`config.mk`:
```
export PLATFORM = sky130hd
export DESIGN_NAME = prog_loader
export DESIGN_NICKNAME = d
export VERILOG_FILES = /design/src/rtl/prog_loader_pkg.sv /design/src/rtl/prog_loader.sv
export SDC_FILE = /design/constraint.sdc
export NUM_CORES = 1
export LEC_CHECK = 0
export ABC_AREA = 1
export BUFFER_PORTS_ARGS = -buffer_cell sky130_fd_sc_hd__buf_4
export CAP_MARGIN = 5
export CORE_ASPECT_RATIO = 0.5
export CORE_MARGIN = 2
export CORE_UTILIZATION = 35
export DETAILED_ROUTE_END_ITERATION = 16
export REMOVE_ABC_BUFFERS = 1
export SLEW_MARGIN = 30
export SYNTH_ARGS = -nofsm -noshare
export SYNTH_HDL_FRONTEND = slang
export SYNTH_SLANG_ARGS = --single-unit
```
`constraint.sdc`:
```
create_clock -name i_clk -period 1.8 [get_ports i_clk]
set_clock_uncertainty 0.2 [all_clocks]
set_input_delay 0.18 -clock i_clk [delete_from_list [all_inputs] [get_ports i_clk]]
set_output_delay 0.18 -clock i_clk [all_outputs]
set_load 0.03 [all_outputs]
```
`src/rtl/prog_loader_pkg.sv`:
```
// Shared types and constants for the program-memory loader.
// PROG_LOADER_CHECKSUM_EN adds the CSUM state to the state encoding.
package prog_loader_pkg;

    localparam int BYTE_W = 8;
    localparam int LEN_W  = 2 * BYTE_W;

`ifdef PROG_LOADER_CHECKSUM_EN
    typedef enum logic [2:0] {
        ST_IDLE, ST_LEN_HI, ST_LEN_LO, ST_DATA_HI, ST_DATA_LO, ST_CSUM, ST_END
    } state_t;
`else
    typedef enum logic [2:0] {
        ST_IDLE, ST_LEN_HI, ST_LEN_LO, ST_DATA_HI, ST_DATA_LO, ST_END
    } state_t;
`endif

endpackage

```
`src/rtl/prog_loader.sv`:
```
// Byte-stream writer for a synchronous program memory: LEN_HI, LEN_LO, then 2L data bytes.
// Optional feature macro PROG_LOADER_CHECKSUM_EN: trailing 8-bit checksum byte.
module prog_loader
    import prog_loader_pkg::*;
#(
    parameter int ADDR_W = 10,
    parameter int DATA_W = 16
) (
    input  logic              i_clk,
    input  logic              i_rst_n,
    input  logic              i_start,
    input  logic              i_valid,
    input  logic [7:0]        i_byte,
    output logic              o_ready,
    output logic              o_we,
    output logic [ADDR_W-1:0] o_addr,
    output logic [DATA_W-1:0] o_data,
    output logic              o_busy,
    output logic              o_done,
    output logic              o_err
);

    localparam int MAX_LEN = 2 ** ADDR_W;

    state_t              r_state;
    logic [BYTE_W-1:0]   r_len_hi;
    logic [BYTE_W-1:0]   r_hi;
    logic [LEN_W-1:0]    r_len;
    logic [ADDR_W:0]     r_idx;   // one extra bit so L = 2**ADDR_W never wraps
    logic                r_we;
    logic [ADDR_W-1:0]   r_addr;
    logic [DATA_W-1:0]   r_data;
    logic                r_busy;
    logic                r_done;
    logic                r_err;
`ifdef PROG_LOADER_CHECKSUM_EN
    logic [BYTE_W-1:0]   r_sum;
    logic [BYTE_W-1:0]   w_sum_next;
`endif

    logic                w_ready;
    logic                w_accept;
    logic [LEN_W-1:0]    w_len;
    logic                w_len_bad;
    logic                w_last;

    always_comb begin
        // NOTE: default first so every path assigns w_ready and no latch is inferred.
        w_ready = 1'b0;
        case (r_state)
            ST_LEN_HI, ST_LEN_LO, ST_DATA_HI, ST_DATA_LO: w_ready = 1'b1;
`ifdef PROG_LOADER_CHECKSUM_EN
            ST_CSUM:                                       w_ready = 1'b1;
`endif
            default:                                       w_ready = 1'b0;
        endcase
    end

    assign w_accept  = i_valid && w_ready;
    assign w_len     = {r_len_hi, i_byte};
    assign w_len_bad = (w_len == '0) || (int'(w_len) > MAX_LEN);
    assign w_last    = (int'(r_idx) + 1 == int'(r_len));
`ifdef PROG_LOADER_CHECKSUM_EN
    assign w_sum_next = r_sum + i_byte;
`endif

    always_ff @(posedge i_clk or negedge i_rst_n) begin
        if (!i_rst_n) begin
            r_state  <= ST_IDLE;
            r_len_hi <= '0;
            r_hi     <= '0;
            r_len    <= '0;
            r_idx    <= '0;
            r_we     <= 1'b0;
            r_addr   <= '0;
            r_data   <= '0;
            r_busy   <= 1'b0;
            r_done   <= 1'b0;
            r_err    <= 1'b0;
`ifdef PROG_LOADER_CHECKSUM_EN
            r_sum    <= '0;
`endif
        end else begin
            // NOTE: non-blocking default makes the write strobe a single-cycle pulse.
            r_we <= 1'b0;
            case (r_state)
                ST_IDLE, ST_END: begin
                    if (i_start) begin
                        r_state <= ST_LEN_HI;
                        r_busy  <= 1'b1;
                        r_done  <= 1'b0;
                        r_err   <= 1'b0;
                        r_idx   <= '0;
`ifdef PROG_LOADER_CHECKSUM_EN
                        r_sum   <= '0;
`endif
                    end
                end
                ST_LEN_HI: begin
                    if (w_accept) begin
                        r_len_hi <= i_byte;
                        r_state  <= ST_LEN_LO;
`ifdef PROG_LOADER_CHECKSUM_EN
                        r_sum    <= w_sum_next;
`endif
                    end
                end
                ST_LEN_LO: begin
                    if (w_accept) begin
                        r_len <= w_len;
`ifdef PROG_LOADER_CHECKSUM_EN
                        r_sum <= w_sum_next;
`endif
                        if (w_len_bad) begin
                            r_err   <= 1'b1;
                            r_busy  <= 1'b0;
                            r_state <= ST_END;
                        end else begin
                            r_state <= ST_DATA_HI;
                        end
                    end
                end
                ST_DATA_HI: begin
                    if (w_accept) begin
                        r_hi    <= i_byte;
                        r_state <= ST_DATA_LO;
`ifdef PROG_LOADER_CHECKSUM_EN
                        r_sum   <= w_sum_next;
`endif
                    end
                end
                ST_DATA_LO: begin
                    if (w_accept) begin
                        r_we   <= 1'b1;
                        r_addr <= r_idx[ADDR_W-1:0];
                        r_data <= {r_hi, i_byte};
                        r_idx  <= r_idx + 1'b1;
`ifdef PROG_LOADER_CHECKSUM_EN
                        r_sum  <= w_sum_next;
                        r_state <= w_last ? ST_CSUM : ST_DATA_HI;
`else
                        if (w_last) begin
                            r_state <= ST_END;
                            r_busy  <= 1'b0;
                            r_done  <= 1'b1;
                        end else begin
                            r_state <= ST_DATA_HI;
                        end
`endif
                    end
                end
`ifdef PROG_LOADER_CHECKSUM_EN
                ST_CSUM: begin
                    if (w_accept) begin
                        r_state <= ST_END;
                        r_busy  <= 1'b0;
                        if (w_sum_next != '0) r_err  <= 1'b1;
                        else                  r_done <= 1'b1;
                    end
                end
`endif
                default: r_state <= ST_IDLE;
            endcase
        end
    end

    assign o_ready = w_ready;
    assign o_we    = r_we;
    assign o_addr  = r_addr;
    assign o_data  = r_data;
    assign o_busy  = r_busy;
    assign o_done  = r_done;
    assign o_err   = r_err;

endmodule

```
Word level (Yosys, flattened, before mapping)
Index checks and enable logic that the tools add are counted.
{"block": "totals", "regBits": 76, "inputBits": 12, "output_inout_bits": 31, "word_cells": 72}
{"block": "op_classes", "n_addsub": 2, "magnitude_cmp": 1, "n_eq_ne": 13, "n_mux": 27, "reduce_logical": 18}
{"cell": "2-to-1 mux 11 bit", "count": 2}
{"cell": "one-hot mux 11 bit (2 select lines)", "count": 1}
{"cell": "2-to-1 mux 3 bit", "count": 7}
{"cell": "== test 12 x 16 -> 1 bit", "count": 1}
{"cell": "> comparator 16 x 11 -> 1 bit (second input constant)", "count": 1}
{"cell": "logical NOT 16 bit", "count": 1}
{"cell": "one-hot mux 3 bit (5 select lines)", "count": 1}
{"cell": "inequality test 2 bit (second input constant)", "count": 7}
{"cell": "2-to-1 mux 1 bit", "count": 13}
{"cell": "adder 11 x 1 -> 12 bit (second input constant)", "count": 1}
{"cell": "adder 11 x 1 -> 11 bit (second input constant)", "count": 1}
{"cell": "AND reduction 2 bit", "count": 4}
{"cell": "AND reduction 4 bit", "count": 2}
{"cell": "== test 3 x 2 -> 1 bit (second input constant)", "count": 2}
{"cell": "== test 3 bit (second input constant)", "count": 2}
{"cell": "AND reduction 6 bit", "count": 1}
{"cell": "AND reduction 5 bit", "count": 1}
{"cell": "one-hot mux 1 bit (2 select lines)", "count": 2}
{"cell": "nonzero test 2 bit", "count": 2}
{"cell": "OR reduction 4 bit", "count": 1}
{"cell": "== test 3 x 1 -> 1 bit (second input constant)", "count": 1}
{"cell": "logical NOT 3 bit", "count": 1}
{"cell": "one-hot mux 1 bit (3 select lines)", "count": 1}
{"cell": "AND reduction 3 bit", "count": 1}
{"cell": "other kinds (4)", "count": 4}

Logic depth before layout (Yosys ltp)
Gate-level depths: netlist (run 1).
{"block": "depth", "depth_word": 6, "ltp_mapped": 15, "ltp_nobuf": 15}

Worst setup path after synthesis (run 1)
No wires, ideal clock.
{"block": "synth_path", "kind": "register to register", "start": "register r_idx[0]", "end": "register r_busy, in the netlist o_busy", "setup_ps": 118, "t_arrival_ps": 1562, "required_ps": 1482, "slack_ps": -80, "stages_incl_launch_ff": 16, "path_buffers": 0, "synth_period_minus_slack_ps": 1880, "cell_sequence": "dfrtp_1 -> ha_1 -> nand2_2 -> nor2_2 -> nand2_1 -> nand2_1 -> nand2_1 -> nand2_1 -> nor2_1 -> nand2_1 -> nor2_1 -> nand3_1 -> nand2_1 -> nand2_1 -> nand2_1 -> nand2_1"}
{"block": "synth_via", "elab_chain_cells": 4}
{"item": "from (decl)", "line": "prog_loader.sv:29", "source": "logic [ADDR_W:0] r_idx;"}
{"item": "from (signal assigned)", "line": "prog_loader.sv:137", "source": "r_idx <= r_idx + 1'b1;"}
{"item": "adder 11 x 1 -> 12 bit", "line": "prog_loader.sv:62", "source": "assign w_last = (int'(r_idx) + 1 == int'(r_len));"}
{"item": "== test 12 x 16 -> 1 bit", "line": "prog_loader.sv:62"}
{"item": "inequality test 2 bit (no source line)"}
{"item": "AND reduction 6 bit (no source line)"}
{"item": "to (signal assigned)", "line": "prog_loader.sv:77", "source": "r_busy <= 1'b0;"}
{"item": "to (signal assigned)", "line": "prog_loader.sv:90", "source": "r_busy <= 1'b1;"}
{"item": "to (signal assigned)", "line": "prog_loader.sv:116", "source": "r_busy <= 1'b0;"}
{"item": "to (decl)", "line": "prog_loader.sv:33", "source": "logic r_busy;"}
No other way between the ends.
A chain may end at the register's enable or synchronous reset.

Final worst setup path (run 1)
{"block": "layout_path", "start": "register r_idx[1]", "end": "register r_busy, in the netlist o_busy"}
Same word-level chain as after synthesis.

==> results of run 1 <==
## power groups by stage
stage               Combinational [mW]  Clock [mW]  Sequential (mW)
floorplan                         1.28           0             3.26
global placement                  2.86           0             2.79
detailed placement                2.92           0             2.81
CTS                               3.06        1.99             2.79
global route                      3.63        2.06             2.89
finish                            3.26        1.94             2.81
## repair_timing
action | CTS | global route
hold buffers | 2 | 0
hold endpoints to repair | 62 | 0
resized for setup | 17 | 38
buffers inserted | 8 | 4
endpoints found under the setup margin | 5 | 18
pin swaps | 8 | 18
## cell usage after synthesis, types with 5 or more instances
| master | n |
|---|---|
| sky130_fd_sc_hd__clkbuf_1 | 6 |
| sky130_fd_sc_hd__dfrtp_1 | 76 |
| sky130_fd_sc_hd__inv_1 | 38 |
| sky130_fd_sc_hd__inv_2 | 5 |
| sky130_fd_sc_hd__nand2_1 | 147 |
| sky130_fd_sc_hd__nand3_1 | 22 |
| sky130_fd_sc_hd__nand3b_1 | 5 |
| sky130_fd_sc_hd__nand4_1 | 6 |
| sky130_fd_sc_hd__nor2_1 | 24 |
| sky130_fd_sc_hd__nor2_2 | 6 |
| sky130_fd_sc_hd__o21ai_0 | 41 |
| sky130_fd_sc_hd__o21ai_1 | 13 |
## layout by cell type, fill, tap and decap left out, types with 5 or more instances in the layout
cell type and instances:
sky130_fd_sc_hd__nand3_1 19, sky130_fd_sc_hd__nor2_4 9, sky130_fd_sc_hd__inv_2 7, sky130_fd_sc_hd__o21ai_0 39
sky130_fd_sc_hd__inv_1 36, sky130_fd_sc_hd__nand2_1 142, sky130_fd_sc_hd__nand2_2 7, sky130_fd_sc_hd__clkbuf_16 9
sky130_fd_sc_hd__dfrtp_1 71, sky130_fd_sc_hd__buf_4 86, sky130_fd_sc_hd__o21ai_1 10, sky130_fd_sc_hd__nand4_1 6
sky130_fd_sc_hd__o22ai_2 5, sky130_fd_sc_hd__nor2_1 20, sky130_fd_sc_hd__buf_6 8, sky130_fd_sc_hd__dfrtp_2 5
sky130_fd_sc_hd__nand3b_1 5
## worst max-delay path, stage by stage, from the launching register on
cell	delay, ns
sky130_fd_sc_hd__dfrtp_1	0.42
sky130_fd_sc_hd__ha_4	0.26
sky130_fd_sc_hd__xnor2_1	0.17
sky130_fd_sc_hd__nand2_1	0.08
sky130_fd_sc_hd__nor2_1	0.08
sky130_fd_sc_hd__nand4_1	0.12
sky130_fd_sc_hd__nor2_2	0.18
sky130_fd_sc_hd__nand3_2	0.10
sky130_fd_sc_hd__nand2_2	0.07
sky130_fd_sc_hd__nand2_1	0.05
sky130_fd_sc_hd__nand2_1	0.05
sky130_fd_sc_hd__nand2_1	0.04
## cells by family (layout without fill, tap and decap cells)
logic type               Yosys count  in the layout
buffers and inverters             54            157
flip-flops                        76             76
multiplexers                       4              4
AO/OA/AOI/OAI                     66             66
XOR/XNOR                           1              1
adder cells (fa/ha/maj)            1              1
AND/OR/NAND/NOR                  224            224
## flip-flops by register name, summed over array words and instances, names as in the netlist
| name | flops |
|---|---|
| r_len | 16 |
| r_state | 3 |
| o_we | 1 |
| r_len_hi | 8 |
| o_busy | 1 |
| r_idx | 11 |
| o_done | 1 |
| o_data | 16 |
| o_addr | 10 |
| r_hi | 8 |
| o_err | 1 |
## worst max path at each step
stage,start,end,slack [ns],cells past startpoint
2_1_floorplan,r_state[2]$_DFFE_PN0P_,o_addr[0]$_DFFE_PN0P_,-0.08,10
3_3_place_gp,r_idx[0]$_DFFE_PN0P_,o_busy$_DFFE_PN0P_,-0.13,15
3_5_place_dp,r_idx[0]$_DFFE_PN0P_,o_busy$_DFFE_PN0P_,-0.22,15
4_1_cts,r_idx[0]$_DFFE_PN0P_,o_busy$_DFFE_PN0P_,-0.12,12
5_1_grt,r_idx[1]$_DFFE_PN0P_,o_busy$_DFFE_PN0P_,-0.27,14
6_report,r_idx[1]$_DFFE_PN0P_,o_busy$_DFFE_PN0P_,-0.13,11
## metal layers
layer  track usage  wire [µm]  vias up
met5             0          0        -
met4       0.06149         93        0
met3       0.05455        401        7
met2        0.2584       3599       41
met1        0.2335       4401     1381
li1              -          -     1574
## cell type report
cell class	count	area (µm²)
clock buffers	9	225.2
clock inverters	7	100.1
fillers	922	4688
inverters	43	161.4
multi-input cells	296	1587
flip-flops and latches	76	1908
well taps	135	168.9
repair buffers	98	795.8
## stage by stage
step	cells	setup WS (ns)	TNS [ns]
final	664	-0.1290	-0.4040
after global routing	664	-0.2711	-1.848
after CTS	660	-0.1193	-0.3101
after detailed placement	634	-0.2205	-0.7114
after global placement	634	-0.1345	-0.3917
after floorplan	415	-0.08161	-0.3168
==> reports/qor_table.md, run 1 <==
| Quantity | Value | Unit |
|---|---|---|
| Async set-reset flop share out of synthesis | 1.000 | - |
| Required time worst endpoint | 1.84 | ns |
| Final critical delay including setup and external delays | 1.929 | ns |
| Final critical-path setup slack | -0.1290 | ns |
| XOR/XNOR share of the synthesized area | 0.002478 | - |
| Share of Yosys cell area claimed by the top area cell type | 0.5381 | - |
| Synthesized-area fraction occupied by ao, oa, aoi and oai cells | 0.1055 | - |
| Initial DRC count | 211 | - |
| Number of global-route vias before repair | 2876 | - |
| Switching pwr | 3.074 | mW |
| Post-synthesis share of cell area spent on full adders, half adders and majority gates | 0.003540 | - |
| Gate count after technology mapping | 426 | - |
| Startpoint of the lowest-slack hold path | i_byte[6] | - |
| Largest family of logic cells by synthesized area | simple AND/OR/NAND/NOR gates | - |
| Fraction of the cycle the final worst path needs | 1.072 | - |
| Library cells used by synthesis | 31 | - |
| Synth warnings | 0 | - |
| Per-cell routed wire length | 12.80 | µm |
| Clock Pin Slew Worst Setup and Hold Paths | 0.06 | ns |
| Sink Count | 76 | - |
| Share of power burned in registers | 0.350 | - |
| Number of levels the H-tree was split into | 3 | - |
| Pin count of the biggest net entering global routing | 34 | - |
| Mapped cell area | 3535 | µm² |
| Count of input and output buffers | 42 | - |
| Synthesis-to-layout area growth | 39.93 | % |
| Number of enable-type register cells in the synthesized netlist | 0 | - |
| WL final | 8496 | µm |
| Cell area reported after detailed placement | 4297 | µm² |
| Worst-case vdd ir drop | 0.7125 | mV |
| Pwr Density | 1618 | nW/µm² |
| Count of state elements after synthesis | 76 | - |
| Worst-skew pair later-pin latency | 0.34 | ns |
| Clock tree from TritonCTS | yes | - |
| Hold Fails Final Rpt | 0 | - |
| Total design power | 8.005 | mW |
| Minimum hold slack | 0.02602 | ns |
| Residual overflow from global routing | 0 | - |
| Fmax achieved | 0.5184 | GHz |
| Worst reg2reg setup slack | -0.13 | ns |
| Average cell area after synthesis | 8.297 | µm² |
| Worst min-delay path endpoint | r_len[6]$_DFFE_PN0P_ | - |
| Wire length of the first global-routing pass | 14190 | µm |
| Hold Path Class | input port to flop | - |
| Count of pins over their slew limit | 0 | - |
| Most frequently used flop master after synthesis | sky130_fd_sc_hd__dfrtp_1 | - |
| Number of diodes added for antenna fixing | 0 | - |
| Number of remaining DRC errors | 0 | - |
| Setup repair after global routing missed its margin | true | - |
| Static leakage | 2.394 | nW |
| Violated checks | negative setup slack | - |
| Die width | 146.1 | µm |
| Clock power share | 0.242 | - |
| Worst slew margin relative to its limit | 0.7107 | - |
| Simple-gate share of the synthesized area | 0.2743 | - |
| Library cell occupying the most area in the post-synthesis netlist | sky130_fd_sc_hd__dfrtp_1 | - |
| Total core area | 9634 | µm² |
| Initial cell density of the core | 0.3669 | - |
| Max Root-Sink Buffers | 2 | - |
| Part of the power in combinational logic | 0.407 | - |
| Maximum fanout along the worst path | 3 | - |
| P_int | 4.931 | mW |
| Number of vias after detailed routing | 3003 | - |
| Layout cells sized above 1 | 0.3233 | - |
| Number of primary I/O pins | 43 | - |
| End-of-flow core utilization | 0.5134 | - |
| Worst-Margin Slew | 0.4340 | ns |
| Final net count | 537 | - |
| Total routing usage reported by global routing | 0.1705 | - |
| Multiplexer area fraction after synthesis | 0.01274 | - |
| Worst r2r src | r_idx[1]$_DFFE_PN0P_ | - |
| Status | complete, but fails checks | - |
| Floorplan row count | 25 | - |
| Switching Fraction | 0.3840 | - |
| Hold depth | 4 | - |
| Element type at the critical path end | flop | - |
| Number of cells traversed by the worst register-to-register path | 11 | - |
| Sequential area share after synthesis | 0.5381 | - |
| # setup viols final | 5 | - |
| Vias per inst | 4.523 | - |
| Count of maximum capacitance violations | 0 | - |
| Iteration count of the initial detailed-routing pass | 4 | - |
| Final GP Congestion | 0.8563 | - |
| Number of antenna violations at the first check in global routing | 0 | - |
| Endpoint of the worst-slack reg-to-reg timing path | o_busy$_DFFE_PN0P_ | - |
| Startpoint kind of the worst setup timing path | flop | - |
| Classification of the worst setup path | flop to flop | - |
| Full die area | 10970 | µm² |
| Cell at the root of the clock tree | sky130_fd_sc_hd__clkbuf_16 | - |
| DP Wirelength | 6009 | µm |
| CP Data Arrival Time | 1.96 | ns |
| Layout Cell Area excl Fill | 4946 | µm² |
| Vertical die dimension | 75.06 | µm |
| Top area cells in the synthesized netlist | sky130_fd_sc_hd__dfrtp_1 54%, sky130_fd_sc_hd__nand2_1 16%, sky130_fd_sc_hd__o21ai_0 5.8% | - |
| Antenna violation net count after detailed routing | 0 | - |
| Cts bufs inserted | 9 | - |
No activity file was read; power rests on OpenSTA's default activity.
==> run 2, diff against run 1 <==
Settings changed: CAP_MARGIN 5 to 20.
Clock period 1.8 ns to 2.4 ns, I/O delays scaled along.
==> run 2 against run 1 <==
Effect of this change: the flow now finishes without violations; critical path depth up 1; non-clock buffer count down 46; hold slack better by 0.0036 ns; die area unchanged; clock power down 35%.
==> reports/qor_table.md, run 2 (synthesis results as in run 1) <==
| Quantity | Value | Unit |
|---|---|---|
| Number of levels the H-tree was split into | 3 | - |
| Floorplan row count | 25 | - |
| Number of diodes added for antenna fixing | 0 | - |
| Hold Fails Final Rpt | 0 | - |
| Cts bufs inserted | 9 | - |
| Synthesis-to-layout area growth | 22.87 | % |
| Number of vias after detailed routing | 2862 | - |
| Full die area | 10970 | µm² |
| Element type at the critical path end | flop | - |
| Wire length of the first global-routing pass | 13660 | µm |
| Fraction of the cycle the final worst path needs | 0.9060 | - |
| Sink Count | 76 | - |
| Total routing usage reported by global routing | 0.1618 | - |
| Maximum fanout along the worst path | 6 | - |
| Initial DRC count | 205 | - |
| Total core area | 9634 | µm² |
| Number of global-route vias before repair | 2689 | - |
| Per-cell routed wire length | 12.81 | µm |
| CP Data Arrival Time | 2.21 | ns |
| Initial cell density of the core | 0.3669 | - |
| Classification of the worst setup path | flop to flop | - |
| Worst slew margin relative to its limit | 0.6229 | - |
| Number of primary I/O pins | 43 | - |
| Cell area reported after detailed placement | 4049 | µm² |
| Max Root-Sink Buffers | 2 | - |
| Required time worst endpoint | 2.43 | ns |
| Most common cell after layout, fill and taps aside | sky130_fd_sc_hd__nand2_1 | - |
| Number of cells after detailed placement | 601 | - |
| Pin count of the biggest net entering global routing | 34 | - |
| Status | finished, final reports clean | - |
| Vias per inst | 4.631 | - |
| Count of maximum capacitance violations | 0 | - |
| Clock Pin Slew Worst Setup and Hold Paths | 0.06 | ns |
| Layout cells sized above 1 | 0.1946 | - |
| Startpoint kind of the worst setup timing path | flop | - |
| Number of remaining DRC errors | 0 | - |
| Highest metal layer with signal wires | met4 | - |
| Aggregate negative setup slack | 0 | ns |
| Number of antenna violations at the first check in global routing | 0 | - |
| Vertical die dimension | 75.06 | µm |
| Count of pins over their slew limit | 0 | - |
| Met3 Wirelength | 393 | µm |
| Antenna violation net count after detailed routing | 0 | - |
| Hold Path Class | input port to flop | - |
| Non-Filler Instances | 618 | - |
| Fmax achieved | 0.4599 | GHz |
| Total met2 wirelength after detailed routing | 3178 | µm |
| Start point of the critical path | r_idx[0]$_DFFE_PN0P_ | - |
| Iteration count of the initial detailed-routing pass | 5 | - |
| Clock tree from TritonCTS | yes | - |
| Final net count | 491 | - |
| Met1 Wirelength | 4228 | µm |
| Layout Cell Area excl Fill | 4343 | µm² |
| Worst-Margin Slew | 0.5604 | ns |
| End-of-flow core utilization | 0.4508 | - |
| Worst-skew pair later-pin latency | 0.34 | ns |
| Final-layout fill cell count | 994 | - |
| Pwr Density | 1241 | nW/µm² |
| Final critical delay including setup and external delays | 2.174 | ns |
| DP Wirelength | 5639 | µm |
| Startpoint of the lowest-slack hold path | i_byte[6] | - |
| Worst r2r src | r_idx[0]$_DFFE_PN0P_ | - |
| Die width | 146.1 | µm |
| Number of cells upsized or downsized after cts | 0 | - |
| Residual overflow from global routing | 0 | - |
| Final GP Congestion | 0.8572 | - |
| Most frequent cells in the layout | 147 x sky130_fd_sc_hd__nand2_1, 76 x sky130_fd_sc_hd__dfrtp_1, 49 x sky130_fd_sc_hd__buf_4 | - |
| WL final | 7919 | µm |
| # setup viols final | 0 | - |
| Static leakage | 2.131 | nW |
| Cell at the root of the clock tree | sky130_fd_sc_hd__clkbuf_16 | - |
| Worst-case vdd ir drop | 0.4712 | mV |
| Count of input and output buffers | 42 | - |
| Setup repair after global routing missed its margin | false | - |
[run 2: per-stage QoR]
step | power, mW | hold WS [ns] | setup slack, ns
floorplan | 3.406 | -0.2556 | 0.5184
CTS | 5.462 | 0.01818 | 0.2713
global placement | 4.122 | -0.03519 | 0.3936
detailed placement | 4.160 | -0.03337 | 0.3012
finish | 5.391 | 0.02960 | 0.2256
global route | 5.812 | 0.05663 | 0.08067
[run 2: what timing repair did]
action,in CTS,in global routing
hold buffers,1,0
hold endpoints to repair,76,0
setup buffers,0,0
[run 2: area by class of cell]
cell class	count	area, µm²	area share
Clock buffer	9	225.2	0.05186
Clock inverter	7	58.81	0.01354
Inverter	43	161.4	0.03717
Multi-Input combinational cell	296	1409	0.3244
Sequential cell	76	1902	0.4379
Tap cell	135	168.9	0.03889
Timing Repair Buffer	52	417.9	0.09623
[run 2: final timing paths]
path	end	slack, ns	cells past startpoint
worst min register to register	o_err$_DFFE_PN0P_	0.27	2
worst max-delay path	o_busy$_DFFE_PN0P_	0.23	12
max in group asynchronous	r_idx[9]$_DFFE_PN0P_	1.25	3
min in group asynchronous	o_data[4]$_DFFE_PN0P_	0.16	2
worst max register to register	o_busy$_DFFE_PN0P_	0.23	12
worst min-delay path	r_len[6]$_DFFE_PN0P_	0.03	3
[run 2: critical path, cell delays in order, from the launching register on]
cell and delay, ns:
sky130_fd_sc_hd__dfrtp_1 0.42, sky130_fd_sc_hd__ha_1 0.21, sky130_fd_sc_hd__nand2_2 0.10, sky130_fd_sc_hd__nor2_1 0.27
sky130_fd_sc_hd__nand3_1 0.15, sky130_fd_sc_hd__nand3b_1 0.13, sky130_fd_sc_hd__nand2_1 0.06, sky130_fd_sc_hd__nor2_1 0.17
sky130_fd_sc_hd__nand3_1 0.11, sky130_fd_sc_hd__nand2_1 0.09, sky130_fd_sc_hd__nand2_1 0.05, sky130_fd_sc_hd__nand2_1 0.05
sky130_fd_sc_hd__nand2_1 0.05
[run 2: layer usage]
metal	up-vias	track usage
met3	9	0.04121
met5	-	0
li1	1481	-
met2	57	0.2322
met1	1315	0.2344
met4	0	0.06796
[run 2: power breakdown]
group	switching, mW	total, mW	leakage [nW]	internal [mW]
Clock	0.560	1.27	0.133	0.713
Sequential	0.337	2.10	0.982	1.76
Combinational	1.26	2.02	1.02	0.760
==> run 3, diff against run 2 <==
Settings changed: CORE_UTILIZATION 35 to 30.
==> run 3 against run 2 <==
Effect of this change: clock-buffer cell count rose by 1; sequential power barely moved; via count grew 0.42%; sequential cell count unchanged; first-iteration DRC count fell by 22%; total power shrank 0.63%; non-clock buffer count unchanged; core utilization down 6.5 points; maximum frequency up 2.5%; routed wire length is 0.29% higher; die area rose by 16%; sequential share of layout area stayed put; critical path type unchanged; critical endpoint is now r_state[1]$_DFFE_PN0P_.
==> reports/qor_table.md, run 3 (synthesis results as in run 1) <==
| Quantity | Value | Unit |
|---|---|---|
| Status | finished, final reports clean | - |
| Part of the power in combinational logic | 0.376 | - |
| Number of remaining DRC errors | 0 | - |
| Hold Fails Final Rpt | 0 | - |
| Worst slew margin relative to its limit | 0.6063 | - |
| Post-CTS repair timing setup buffer count | 0 | - |
| Number of diodes added for antenna fixing | 0 | - |
| Most frequent cells in the layout | 147 x sky130_fd_sc_hd__nand2_1, 76 x sky130_fd_sc_hd__dfrtp_1, 51 x sky130_fd_sc_hd__buf_4 | - |
| Iteration count of the initial detailed-routing pass | 5 | - |
| Share of power burned in registers | 0.391 | - |
| Clock power share | 0.233 | - |
| Wire length of the first global-routing pass | 13830 | µm |
| Sink Count | 76 | - |
| End-of-flow core utilization | 0.3861 | - |
| Largest incremental delay on the critical path | 0.41 | ns |
| Global routing met1 resource utilization | 0.2023 | - |
| Total core area | 11250 | µm² |
| Number of vias after detailed routing | 2874 | - |
| Startpoint kind of the worst setup timing path | flop | - |
| Hold Path Class | input port to flop | - |
| Master of the slowest instance on the critical path | sky130_fd_sc_hd__dfrtp_1 | - |
| # setup viols final | 0 | - |
| Residual overflow from global routing | 0 | - |
| Critical path's most frequent cell | sky130_fd_sc_hd__nand2_1 | - |
| Die width | 157.5 | µm |
| Static leakage | 2.125 | nW |
| P_int | 3.236 | mW |
| Synthesis-to-layout area growth | 22.87 | % |
| Fmax achieved | 0.4712 | GHz |
| Setup repair after global routing missed its margin | false | - |
| Maximum fanout along the worst path | 6 | - |
| Full die area | 12720 | µm² |
| Cell at the root of the clock tree | sky130_fd_sc_hd__clkbuf_16 | - |
| Clock Pin Slew Worst Setup and Hold Paths | 0.06 | ns |
| Hold depth | 3 | - |
| Max Root-Sink Buffers | 2 | - |
| Worst-skew pair later-pin latency | 0.34 | ns |
| Layout cells sized above 1 | 0.1946 | - |
| Clock tree from TritonCTS | yes | - |
| Total routing usage reported by global routing | 0.1389 | - |
| DP Wirelength | 5764 | µm |
| Number of primary I/O pins | 43 | - |
| WL final | 7942 | µm |
| Count of maximum capacitance violations | 0 | - |
| Count of input and output buffers | 42 | - |
| CP Data Arrival Time | 2.15 | ns |
| Vias per inst | 4.477 | - |
| Fraction of the cycle the final worst path needs | 0.8842 | - |
| Met2 layer usage reported by global route | 0.1996 | - |
| Number of antenna violations at the first check in global routing | 0 | - |
| Antenna violation net count after detailed routing | 0 | - |
| Final critical delay including setup and external delays | 2.122 | ns |
| Critical path, cell by cell | ha_1, nand2_2, nor2_1, nand3_1, nand3b_1, nand2_1, nor2_1, nand3_1, nand2_1, nand2_1, nand2_1, nand2_1 | - |
| Switching pwr | 2.121 | mW |
| Final net count | 491 | - |
| Pwr Density | 1234 | nW/µm² |
| Required time worst endpoint | 2.43 | ns |
| Initial cell density of the core | 0.3142 | - |
| Met3 global-route usage | 0.03682 | - |
| Number of global-route vias before repair | 2830 | - |
| Vertical die dimension | 80.76 | µm |
| Worst-Margin Slew | 0.5889 | ns |
| Cts bufs inserted | 9 | - |
| Element type at the critical path end | flop | - |
| Worst-case vdd ir drop | 0.4099 | mV |
| Pin count of the biggest net entering global routing | 42 | - |
| Number of levels the H-tree was split into | 3 | - |
| Switching Fraction | 0.3959 | - |
| Floorplan row count | 27 | - |
| Aggregate negative setup slack | 0 | ns |
| Count of pins over their slew limit | 0 | - |
| Initial DRC count | 160 | - |
| Number of cells traversed by the worst register-to-register path | 12 | - |
| Per-cell routed wire length | 12.37 | µm |
| Most common cell after layout, fill and taps aside | sky130_fd_sc_hd__nand2_1 | - |
| Classification of the worst setup path | flop to flop | - |
| Final GP Congestion | 0.8262 | - |
| Most Crowded Layer GR | met1 | - |
run 3: cell count changes in the layout (fill, tap and decap cells not counted), sizes merged:
cell	before	now
inv	46	43
clkinv	2	5
clkbuf	9	10
clkinvlp	2	1
run 3: worst paths after layout:
check / startpoint / to / slack, ns
worst max-delay path: r_idx[0]$_DFFE_PN0P_ / r_state[1]$_DFFE_PN0P_ / 0.28
worst min-delay path: i_byte[2] / o_data[2]$_DFFE_PN0P_ / 0.03
worst max register to register: r_idx[0]$_DFFE_PN0P_ / r_state[1]$_DFFE_PN0P_ / 0.28
worst min register to register: o_data[10]$_DFFE_PN0P_ / o_data[10]$_DFFE_PN0P_ / 0.27
max in group asynchronous: i_rst_n / o_busy$_DFFE_PN0P_ / 1.16
min in group asynchronous: i_rst_n / o_data[0]$_DFFE_PN0P_ / 0.22
run 3: through the flow:
step / power [mW] / setup slack (ns) / hold WS (ns) / cells / cell area, µm²
final: 5.357 / 0.2778 / 0.02538 / 642 / 4343
after global routing: 5.773 / 0.0009204 / 0.03809 / 642 / 4343
after CTS: 5.417 / 0.3048 / 0.02271 / 642 / 4343
after detailed placement: 4.149 / 0.3069 / 0.06043 / 625 / 4054
after global placement: 4.107 / 0.3881 / 0.05118 / 625 / 4054
after floorplan: 3.406 / 0.5184 / -0.2556 / 415 / 3472
run 3: final cells by class:
class                   count  area (µm²)
fillers                  1155        6907
flip-flops and latches     76        1902
multi-input cells         296        1409
repair buffers             52       392.9
clock buffers              10       239.0
well taps                 159       198.9
inverters                  43       161.4
clock inverters             6       40.04
run 3: what timing repair did:
action / 4_1_cts / 5_1_grt
endpoints found under the setup margin: 0 / 0
hold endpoints to repair: 38 / 0
gates resized for setup: 0 / 0
hold buffers: 1 / 0
run 3: power by group through the flow:
stage               sequential [mW]  combinational, mW  clock [mW]
floorplan                      2.44              0.963           0
global placement               2.10               2.01           0
detailed placement             2.11               2.04           0
CTS                            2.09               2.04        1.28
global route                   2.17               2.27        1.33
finish                         2.09               2.01        1.25
run 3: critical path, delay by kind of cell, from the launching register on:
kind                     cells  cell delay (ns)
flip-flops                   1             0.41
AND/OR/NAND/NOR             11             1.21
adder cells (fa/ha/maj)      1             0.20
run 3: per-layer routing:
metal | up-vias | part of all wire
li1 | 1478 | -
met1 | 1337 | 0.53
met2 | 51 | 0.42
met3 | 8 | 0.039
met4 | 0 | 0.013
met5 | - | 0
